===== src/rtl/oled_spi_sink.sv =====
// ---------------------------------------------------------------------------
// oled_spi_sink
//
// Receive-side model of a 96x64 OLED panel: the SPI slave sitting at the far
// end of the SpiMaster/OledInit link. Mode-0 SPI bytes are deserialised,
// split into command and pixel bytes by dc, the column/row window and
// display on/off commands are parsed, and every pixel byte becomes one
// framebuffer write with an auto-incrementing address that wraps inside the
// current window.
//
// Ports:
//   clk         system clock, at least 4x the sck frequency
//   reset       synchronous, active-high
//   sck         SPI clock from the master (asynchronous to clk)
//   mosi        SPI data, MSB first, sampled on sck rise
//   cs          chip select, active-low (asynchronous to clk)
//   dc          0 = command/argument byte, 1 = pixel byte (sampled with bit 0)
//   pix_we      one-cycle framebuffer write strobe
//   pix_addr    framebuffer address, cur_row*H_RES + cur_col
//   pix_data    received pixel byte
//   display_on  set by command 0xAF, cleared by 0xAE
//   frame_done  one-cycle pulse with the write of the last pixel in the window
//   cmd_err     one-cycle pulse on an unrecognised command byte
// ---------------------------------------------------------------------------
module oled_spi_sink #(
  parameter int H_RES  = 96,
  parameter int V_RES  = 64,
  parameter int ADDR_W = 13
) (
  input  logic              clk,
  input  logic              reset,
  input  logic              sck,
  input  logic              mosi,
  input  logic              cs,
  input  logic              dc,
  output logic              pix_we,
  output logic [ADDR_W-1:0] pix_addr,
  output logic [7:0]        pix_data,
  output logic              display_on,
  output logic              frame_done,
  output logic              cmd_err
);

  localparam int COL_W = (H_RES > 1) ? $clog2(H_RES) : 1;
  localparam int ROW_W = (V_RES > 1) ? $clog2(V_RES) : 1;

  localparam logic [COL_W-1:0] COL_MAX = COL_W'(H_RES - 1);
  localparam logic [ROW_W-1:0] ROW_MAX = ROW_W'(V_RES - 1);

  localparam logic [7:0] CMD_SET_COL = 8'h15;
  localparam logic [7:0] CMD_SET_ROW = 8'h75;
  localparam logic [7:0] CMD_DISP_ON = 8'hAF;
  localparam logic [7:0] CMD_DISP_OFF = 8'hAE;

  typedef enum logic [2:0] {
    ST_CMD,
    ST_COL_A,
    ST_COL_B,
    ST_ROW_A,
    ST_ROW_B
  } parse_state_t;

  // -------------------------------------------------------------------------
  // Input synchronisers
  // -------------------------------------------------------------------------
  logic [1:0] sck_sync;
  logic [1:0] mosi_sync;
  logic [1:0] cs_sync;
  logic [1:0] dc_sync;
  logic       sck_prev;

  logic sck_s;
  logic mosi_s;
  logic cs_s;
  logic dc_s;
  logic sck_rise;

  // Every SPI pin goes through two flops before use. mosi and dc share the
  // same delay as sck, so they are still the values the master set up for
  // the sck edge we detect. cs resets to the deselected level so nothing is
  // shifted until the link is really selected.
  always_ff @(posedge clk) begin
    if (reset) begin
      sck_sync  <= 2'b00;
      mosi_sync <= 2'b00;
      cs_sync   <= 2'b11;
      dc_sync   <= 2'b00;
      sck_prev  <= 1'b0;
    end else begin
      sck_sync  <= {sck_sync[0], sck};
      mosi_sync <= {mosi_sync[0], mosi};
      cs_sync   <= {cs_sync[0], cs};
      dc_sync   <= {dc_sync[0], dc};
      sck_prev  <= sck_sync[1];
    end
  end

  assign sck_s    = sck_sync[1];
  assign mosi_s   = mosi_sync[1];
  assign cs_s     = cs_sync[1];
  assign dc_s     = dc_sync[1];
  assign sck_rise = sck_s & ~sck_prev;

  // -------------------------------------------------------------------------
  // Byte deserialiser
  // -------------------------------------------------------------------------
  logic [7:0] shift_reg;
  logic [2:0] bit_cnt;
  logic       byte_valid;
  logic [7:0] byte_data;
  logic       byte_dc;

  // Bits are shifted in MSB first on each synced sck rise while selected.
  // The eighth bit completes a byte, which is handed to the parser together
  // with dc for exactly one cycle; the 3-bit counter wraps back to zero by
  // itself. Deselecting throws away any partial byte but leaves the parser
  // untouched, so a command sequence may span several cs frames.
  always_ff @(posedge clk) begin
    if (reset) begin
      shift_reg  <= 8'h00;
      bit_cnt    <= 3'd0;
      byte_valid <= 1'b0;
      byte_data  <= 8'h00;
      byte_dc    <= 1'b0;
    end else begin
      byte_valid <= 1'b0;
      if (cs_s) begin
        shift_reg <= 8'h00;
        bit_cnt   <= 3'd0;
      end else if (sck_rise) begin
        shift_reg <= {shift_reg[6:0], mosi_s};
        bit_cnt   <= bit_cnt + 3'd1;
        if (bit_cnt == 3'd7) begin
          byte_valid <= 1'b1;
          byte_data  <= {shift_reg[6:0], mosi_s};
          byte_dc    <= dc_s;
        end
      end
    end
  end

  // -------------------------------------------------------------------------
  // Argument clamping helpers
  // -------------------------------------------------------------------------
  function automatic logic [COL_W-1:0] clamp_col(input logic [7:0] v);
    if (int'(v) > H_RES - 1) begin
      return COL_MAX;
    end
    return COL_W'(v);
  endfunction

  function automatic logic [ROW_W-1:0] clamp_row(input logic [7:0] v);
    if (int'(v) > V_RES - 1) begin
      return ROW_MAX;
    end
    return ROW_W'(v);
  endfunction

  // -------------------------------------------------------------------------
  // Parser, window and pixel pointer
  // -------------------------------------------------------------------------
  parse_state_t state, state_next;

  logic [COL_W-1:0]  col_start, col_start_next;
  logic [COL_W-1:0]  col_end, col_end_next;
  logic [ROW_W-1:0]  row_start, row_start_next;
  logic [ROW_W-1:0]  row_end, row_end_next;
  logic [COL_W-1:0]  cur_col, cur_col_next;
  logic [ROW_W-1:0]  cur_row, cur_row_next;

  logic              display_on_next;
  logic              pix_we_next;
  logic [ADDR_W-1:0] pix_addr_next;
  logic [7:0]        pix_data_next;
  logic              frame_done_next;
  logic              cmd_err_next;

  logic [COL_W-1:0]  arg_col;
  logic [ROW_W-1:0]  arg_row;
  logic [ADDR_W-1:0] cur_addr;
  logic              at_col_end;
  logic              at_row_end;

  assign arg_col    = clamp_col(byte_data);
  assign arg_row    = clamp_row(byte_data);
  assign cur_addr   = ADDR_W'(cur_row) * ADDR_W'(H_RES) + ADDR_W'(cur_col);
  assign at_col_end = (cur_col == col_end);
  assign at_row_end = (cur_row == row_end);

  // State and datapath register: the FSM, the window, the pointer and the
  // registered outputs all load their next values here. Reset restores the
  // full-panel window with the pointer at the top-left pixel.
  always_ff @(posedge clk) begin
    if (reset) begin
      state      <= ST_CMD;
      col_start  <= '0;
      col_end    <= COL_MAX;
      row_start  <= '0;
      row_end    <= ROW_MAX;
      cur_col    <= '0;
      cur_row    <= '0;
      display_on <= 1'b0;
      pix_we     <= 1'b0;
      pix_addr   <= '0;
      pix_data   <= 8'h00;
      frame_done <= 1'b0;
      cmd_err    <= 1'b0;
    end else begin
      state      <= state_next;
      col_start  <= col_start_next;
      col_end    <= col_end_next;
      row_start  <= row_start_next;
      row_end    <= row_end_next;
      cur_col    <= cur_col_next;
      cur_row    <= cur_row_next;
      display_on <= display_on_next;
      pix_we     <= pix_we_next;
      pix_addr   <= pix_addr_next;
      pix_data   <= pix_data_next;
      frame_done <= frame_done_next;
      cmd_err    <= cmd_err_next;
    end
  end

  // Next-state logic. Pixel bytes are handled independently of the parser
  // state, so data can arrive between a command and its arguments without
  // disturbing the sequence. Command bytes walk the FSM; the second argument
  // of a window command also rewinds the pointer on that axis. An end value
  // below its start collapses the window to a single column/row.
  always_comb begin
    state_next      = state;
    col_start_next  = col_start;
    col_end_next    = col_end;
    row_start_next  = row_start;
    row_end_next    = row_end;
    cur_col_next    = cur_col;
    cur_row_next    = cur_row;
    display_on_next = display_on;
    pix_we_next     = 1'b0;
    pix_addr_next   = pix_addr;
    pix_data_next   = pix_data;
    frame_done_next = 1'b0;
    cmd_err_next    = 1'b0;

    if (byte_valid && byte_dc) begin
      pix_we_next     = 1'b1;
      pix_addr_next   = cur_addr;
      pix_data_next   = byte_data;
      frame_done_next = at_col_end && at_row_end;
      if (!at_col_end) begin
        cur_col_next = cur_col + COL_W'(1);
      end else begin
        cur_col_next = col_start;
        cur_row_next = at_row_end ? row_start : cur_row + ROW_W'(1);
      end
    end else if (byte_valid) begin
      case (state)
        ST_CMD: begin
          if (byte_data == CMD_SET_COL) begin
            state_next = ST_COL_A;
          end else if (byte_data == CMD_SET_ROW) begin
            state_next = ST_ROW_A;
          end else if (byte_data == CMD_DISP_ON) begin
            display_on_next = 1'b1;
          end else if (byte_data == CMD_DISP_OFF) begin
            display_on_next = 1'b0;
          end else begin
            cmd_err_next = 1'b1;
          end
        end
        ST_COL_A: begin
          col_start_next = arg_col;
          state_next     = ST_COL_B;
        end
        ST_COL_B: begin
          col_end_next = (arg_col < col_start) ? col_start : arg_col;
          cur_col_next = col_start;
          state_next   = ST_CMD;
        end
        ST_ROW_A: begin
          row_start_next = arg_row;
          state_next     = ST_ROW_B;
        end
        ST_ROW_B: begin
          row_end_next = (arg_row < row_start) ? row_start : arg_row;
          cur_row_next = row_start;
          state_next   = ST_CMD;
        end
        default: begin
          state_next = ST_CMD;
        end
      endcase
    end
  end

endmodule


===== config.mk =====
export PLATFORM = sky130hd
export DESIGN_NAME = oled_spi_sink
export DESIGN_NICKNAME = d
export VERILOG_FILES = /design/src/rtl/oled_spi_sink.sv
export SDC_FILE = /design/constraint.sdc
export NUM_CORES = 1
export LEC_CHECK = 0
export CAP_MARGIN = 20
export CORE_UTILIZATION = 50
export CTS_CLUSTER_SIZE = 14
export DETAILED_ROUTE_END_ITERATION = 8
export GPL_TIMING_DRIVEN = 0
export HOLD_SLACK_MARGIN = 0.02
export MAX_ROUTING_LAYER = met4
export PLACE_DENSITY = 0.76
export SETUP_SLACK_MARGIN = 0.3
export SLEW_MARGIN = 20
export SYNTH_ARGS = -nofsm -noshare
export SYNTH_HDL_FRONTEND = slang
export SYNTH_SLANG_ARGS = --single-unit

===== constraint.sdc =====
create_clock -name clk -period 6 [get_ports clk]
set_clock_uncertainty 0.05 [all_clocks]
set_input_delay 0.9 -clock clk [delete_from_list [all_inputs] [get_ports clk]]
set_output_delay 0.9 -clock clk [all_outputs]
set_load 0.05 [all_outputs]

After elaboration in Yosys (flattened, before gate mapping). Cells that the tools add are included.

Flip-flop bits (word level): 96. Latch bits: 0. Bits in writable memories: 0. Bits in read-only memories: 0. Bits of input ports: 6. Output and inout bits: 25. Word-level logic and storage cells: 99. Memories: 0.

Add/sub/neg operators: 4. $mul: 1. Div/mod/pow operators: 0. Order comparisons: 4. Equality and inequality tests: 13. Shifts and indexed selects: 0. Muxes and demuxes: 25. Bitwise logic cells: 9. Reduce and logical (&&, ||, !) cells: 20.

Operators with widths (number): 2-to-1 mux 7 bit (7); 2-to-1 mux 6 bit (8); AND reduction 3 bit (7); equality test 8 bit, second input constant (2); adder 13 x 7 -> 13 bit (1); one-hot mux 3 bit (3 select lines) (1); equality test 8 x 5 -> 1 bit, second input constant (1); equality test 8 x 7 -> 1 bit, second input constant (1); greater-than comparator 8 x 6 -> 1 bit, second input constant (1); greater-than comparator 8 x 7 -> 1 bit, second input constant (1); multiplier 6 x 2 -> 8 bit, second input constant (1); inverter 1 bit (8); nonzero test 2 bit (4); adder 7 x 1 -> 7 bit, second input constant (1); equality test 7 bit (1); < comparator 7 bit (1); 2-to-1 mux 1 bit (7); OR reduction 7 bit (1); adder 6 x 1 -> 6 bit, second input constant (1); equality test 3 x 2 -> 1 bit, second input constant (2); equality test 3 bit, second input constant (2); equality test 6 bit (1); < comparator 6 bit (1); 2-to-1 mux 3 bit (2); 11 further kinds (13).

Depth between registers and ports, before layout.
Depth in word-level cells: 5. Mapped depth: 11. Mapped depth without buffers: 9.

Worst setup path before layout. No wires, ideal clock.

Path kind: register -> register. Start: register cur_row[0]. End: register pix_addr[11]. Setup time: 0.086 ns. Arrival time: 2.224 ns. Data required time: 5.864 ns. Path slack: 3.640 ns. Cell stages (with the launch flop): 8. Path buffers: 0. Period minus slack after synthesis: 2.360 ns. Path through: dfxtp_1 > ha_1 > fa_1 > and3_1 > or3_1 > a211oi_1 > xnor3_1 > a211oi_1.

Cells in the longest elaborated chain, start to end: 2.

RTL lines: start, declared (RTL line 169) `logic [ROW_W-1:0] cur_row, cur_row_next;`; start signal, assigned (RTL line 215) `cur_row <= cur_row_next;`; multiplier 6 x 2 -> 8 bit (RTL line 186) `assign cur_addr = ADDR_W'(cur_row) * ADDR_W'(H_RES) + ADDR_W'(cur_col);`; adder 13 x 7 -> 13 bit (RTL line 186); end signal, assigned (RTL line 218) `pix_addr <= pix_addr_next;`; end, declared (RTL line 37) `output logic [ADDR_W-1:0] pix_addr,`.

No other way between the ends. A chain may end at the register's enable or synchronous reset.

Worst setup path in the final report.
Start: register byte_data[7]. End: register col_end[3].

Cells in the longest elaborated chain, start to end: 5.

RTL lines: start, declared (RTL line 110) `logic [7:0] byte_data;`; start signal, assigned (RTL line 135) `byte_data <= {shift_reg[6:0], mosi_s};`; greater-than comparator 8 x 7 -> 1 bit (RTL line 146) `if (int'(v) > H_RES - 1) begin`; 2-to-1 mux 1 bit (RTL line 146); 2-to-1 mux 7 bit (RTL line 149) `return COL_W'(v);`; via arg_col[4] (RTL line 178) `logic [COL_W-1:0] arg_col;`; < comparator 7 bit (RTL line 276) `col_end_next = (arg_col < col_start) ? col_start : arg_col;`; 2-to-1 mux 7 bit (RTL line 276); end signal, assigned (RTL line 211) `col_end <= col_end_next;`; end, declared (RTL line 165) `logic [COL_W-1:0] col_end, col_end_next;`.

The timed path passes the listed nets, and every way through them passes these cells.

==> results.yml <==
synth:
  synth.top_cell.area_share_pct: 39.97
  synth_flop_cell: "sky130_fd_sc_hd__dfxtp_1"
  postSynthAreaPerCell_um2: 8.406
  synth_cell_types: 55
  synth-seq-cells: 96
  async_set_reset_flop_share_out_of_synthesis_pct: 0
  synth_top_area_cell: "sky130_fd_sc_hd__dfxtp_1"
  yosysWarningCount: 0
  post_synth_main_area_contributors: "sky130_fd_sc_hd__dfxtp_1 40%, sky130_fd_sc_hd__nand2_1 6.8%, sky130_fd_sc_hd__a21oi_1 6.3%, sky130_fd_sc_hd__ha_1 6.0%, sky130_fd_sc_hd__mux2i_1 4.2%"
  number_of_synthesized_flops_with_an_enable_pin: 0
  sequential_to_total_area_share_from_yosys_stat_pct: 39.97
  synthesis.nets: 603
  synth_area_um2: 4808
  number_of_instances_in_the_synthesized_netlist: 572
power:
  power.ir.vdd_worst_mv: 0.1366
  power-per-cell-area_nw_per_um2: 195.2
  power_frac_seq_pct: 60.3
  total_switching_power_w: 0.0002575
  share_comb_of_total_power_pct: 2.0
  p_leak_nw: 1.927
  total_power_w: 0.001063
  switching_share_pct: 24.23
  p_clk_share_pct: 37.7
  p_int_w: 0.0008051
placement:
  dpl-instance-area_um2: 5260
  dpl.hpwl_mm: 8.019
  buffer_ports.inserted: 29
  place_ws_ns: 3.267
  routabilityCongestion: 0.9255
sta:
  worstMarginPinSlew_ns: 0.8944
  period_share_pct: 46.39
  fin_tns_setup_ns: 0
  relSlewSlack_pct: 40.25
  period_minus_slack_ns: 2.783
  slew_viol_final: 0
  setup-violations-final: 0
  hold_violations: 0
  final_critical_path_setup_slack_ns: 3.217
  rsz0062_at_grt: "false"
  fmaxAchievable_ghz: 0.3593
die:
  core_area_um2: 9284
  rows: 35
  floorplan.die_area_um2: 10010
  initial_core_util_pct: 51.79
  ios: 31
  chipHeight_um: 100.1
  die_width_um: 100.1
routing:
  post_drt_wl_per_cell_um: 14.10
  viasPerCell: 5.448
  drt_first_pass_iters: 4
  via_count: 4064
  route.final.wire_length_mm: 10.52
  remaining_drc_errors: 0
  drt_iter0_drc: 191
  drtAntennaViolNets: 0
setup_path:
  crit_path_start: "byte_data[7]$_SDFFE_PP0P_"
  timing.critical_path.from_type: "register"
  critPathKind: "reg2reg"
  worstSetupEndpointType: "register"
  reg2reg_from: "byte_data[7]$_SDFFE_PP0P_"
  path_max_fanout: 10
  crit_arrival_ns: 3.00
  critical_path_required_ns: 6.22
cts:
  clock_tree.buffer_depth: 2
  cts.htree.levels: 3
  numCtsBuffers: 9
  cts_tree: "built"
  cts.repair_timing.setup_buffer_count: 0
  clk_pin_slew_ns: 0.10
  quantity_of_hold_fixing_buffers_added_after_cts: 0
  clk-insertion-delay-late_ns: 0.36
  cts_resized: 0
  tritoncts_num_sinks: 96
  cts-root-buf: "sky130_fd_sc_hd__clkbuf_8"
worst_hold_path:
  hold_path.startpoint: "cs_sync[0]$_SDFF_PP1_"
  worstHoldPathType: "reg2reg"
layout:
  final_cell_area_um2: 5443
  max_flop_register: "pix_addr"
  antennaDiodeCount: 0
  area_growth_syn_to_layout_pct: 13.19
  final_core_utilization_pct: 58.63
  biggestRegsByFlops: "pix_addr x13, byte_data x8, pix_data x8"
  share_of_post_route_cells_with_drive_strength_above_1_pct: 5.511
  max_ffs_per_register: 13
  fin_nets: 643
outcome:
  status: "finished, final reports clean"
global_route:
  grt_max_degree: 19
  grt_pass1_vias: 3887
  grt_overflow_total: 0
  globalRouteTotalUtil_pct: 23.34
  wire_length_of_the_first_global_routing_pass_mm: 18.08
  antenna_found_initial: 0
job:
  max_cap_violations: 0
## through the flow
| stage | hold WS, ns | instances |
|---|---|---|
| 2_1_floorplan | 0.3395 | 572 |
| 3_3_place_gp | 0.3441 | 730 |
| 3_5_place_dp | 0.3481 | 730 |
| 4_1_cts | 0.3740 | 746 |
| 5_1_grt | 0.3892 | 746 |
| 6_report | 0.3682 | 746 |
## power groups by stage
stage	Clock (W)	Combinational [W]	Sequential, W
after global placement	0	0.0000217	0.000655
after detailed placement	0	0.0000220	0.000655
final	0.000401	0.0000217	0.000640
after global routing	0.000433	0.0000241	0.000641
after CTS	0.000410	0.0000221	0.000640
after floorplan	0	0.0000127	0.000655
## synth_stat cells, drive strengths merged (3+ instances only)
| library cell | instances |
|---|---|
| o21bai | 3 |
| buf | 6 |
| dfxtp | 96 |
| o311ai | 5 |
| xnor2 | 4 |
| nand2b | 8 |
| nand2 | 87 |
| nor2 | 46 |
| ha | 23 |
| a211oi | 15 |
| a31oi | 6 |
| clkbuf | 24 |
| nor2b | 12 |
| o21ai | 15 |
| nor4 | 5 |
| inv | 27 |
| a21o | 8 |
| and2 | 4 |
| nand3b | 3 |
| a21oi | 61 |
| o21a | 3 |
| xor2 | 17 |
| mux2i | 20 |
| or3 | 8 |
| nand3 | 12 |
| nor3 | 7 |
| or2 | 8 |
| o211ai | 6 |
| o32ai | 6 |
## critical path, stage by stage, from the launching register on
cell                       delay [ns]
sky130_fd_sc_hd__dfxtp_1         0.38
sky130_fd_sc_hd__clkbuf_1        0.37
sky130_fd_sc_hd__a21o_1          0.22
sky130_fd_sc_hd__nor2_1          0.08
sky130_fd_sc_hd__inv_1           0.10
sky130_fd_sc_hd__ha_1            0.24
sky130_fd_sc_hd__a21o_1          0.18
sky130_fd_sc_hd__a21o_1          0.18
sky130_fd_sc_hd__a21o_1          0.25
sky130_fd_sc_hd__or2_0           0.22
sky130_fd_sc_hd__clkbuf_1        0.18
sky130_fd_sc_hd__o311ai_1        0.25
## cell type report
class | instances | area [um2]
Multi-Input combinational cell | 419 | 2669
Tap cell | 129 | 161.4
Sequential cell | 96 | 1922
Timing Repair Buffer | 29 | 290.3
Inverter | 27 | 101.3
Clock inverter | 7 | 58.81
Buffer | 30 | 116.4
Fill cell | 860 | 3841
Clock buffer | 9 | 123.9
## routing by layer
metal / part of all wire [%] / vias up / routed length (um) / GRT usage, %
li1: - / 2064 / - / -
met1: 45 / 1885 / 4722 / 29.20
met2: 50 / 105 / 5211 / 39.84
met3: 4.7 / 10 / 492 / 2.994
met4: 0.90 / 0 / 95 / 6.355
met5: 0 / - / 0 / -
## worst paths after layout
check | end | slack (ns) | cells after the start
max | col_end[3]$_SDFFE_PP1P_ | 3.22 | 11
min | cs_sync[1]$_SDFF_PP1_ | 0.37 | 1
min reg2reg | cs_sync[1]$_SDFF_PP1_ | 0.37 | 1
max reg2reg | col_end[3]$_SDFFE_PP1P_ | 3.22 | 11
## placed cells by master, fill, tap and decap left out, types with 8 or more instances in the layout
master,n
sky130_fd_sc_hd__a211oi_1,15
sky130_fd_sc_hd__a21o_1,8
sky130_fd_sc_hd__a21oi_1,61
sky130_fd_sc_hd__clkbuf_1,24
sky130_fd_sc_hd__clkbuf_8,9
sky130_fd_sc_hd__clkdlybuf4s50_1,29
sky130_fd_sc_hd__dfxtp_1,96
sky130_fd_sc_hd__ha_1,23
sky130_fd_sc_hd__inv_1,27
sky130_fd_sc_hd__mux2i_1,20
sky130_fd_sc_hd__nand2_1,87
sky130_fd_sc_hd__nand3_1,12
sky130_fd_sc_hd__nor2_1,46
sky130_fd_sc_hd__nor2b_1,12
sky130_fd_sc_hd__o21ai_1,9
sky130_fd_sc_hd__or3_1,8
sky130_fd_sc_hd__xor2_1,17
## kinds of logic after synthesis
logic type                 Yosys count  share of synthesized area (%)
DFF                                 96                          39.97
buffers and inverters               57                          4.528
adders and majority gates           25                          6.818
and+or+nand+nor                    211                          21.05
xor gates and xnor gates            22                          4.293
AOI/OAI and AO/OA                  139                          18.71
muxes                               22                          4.632
Power figures use the tool's default switching activity.
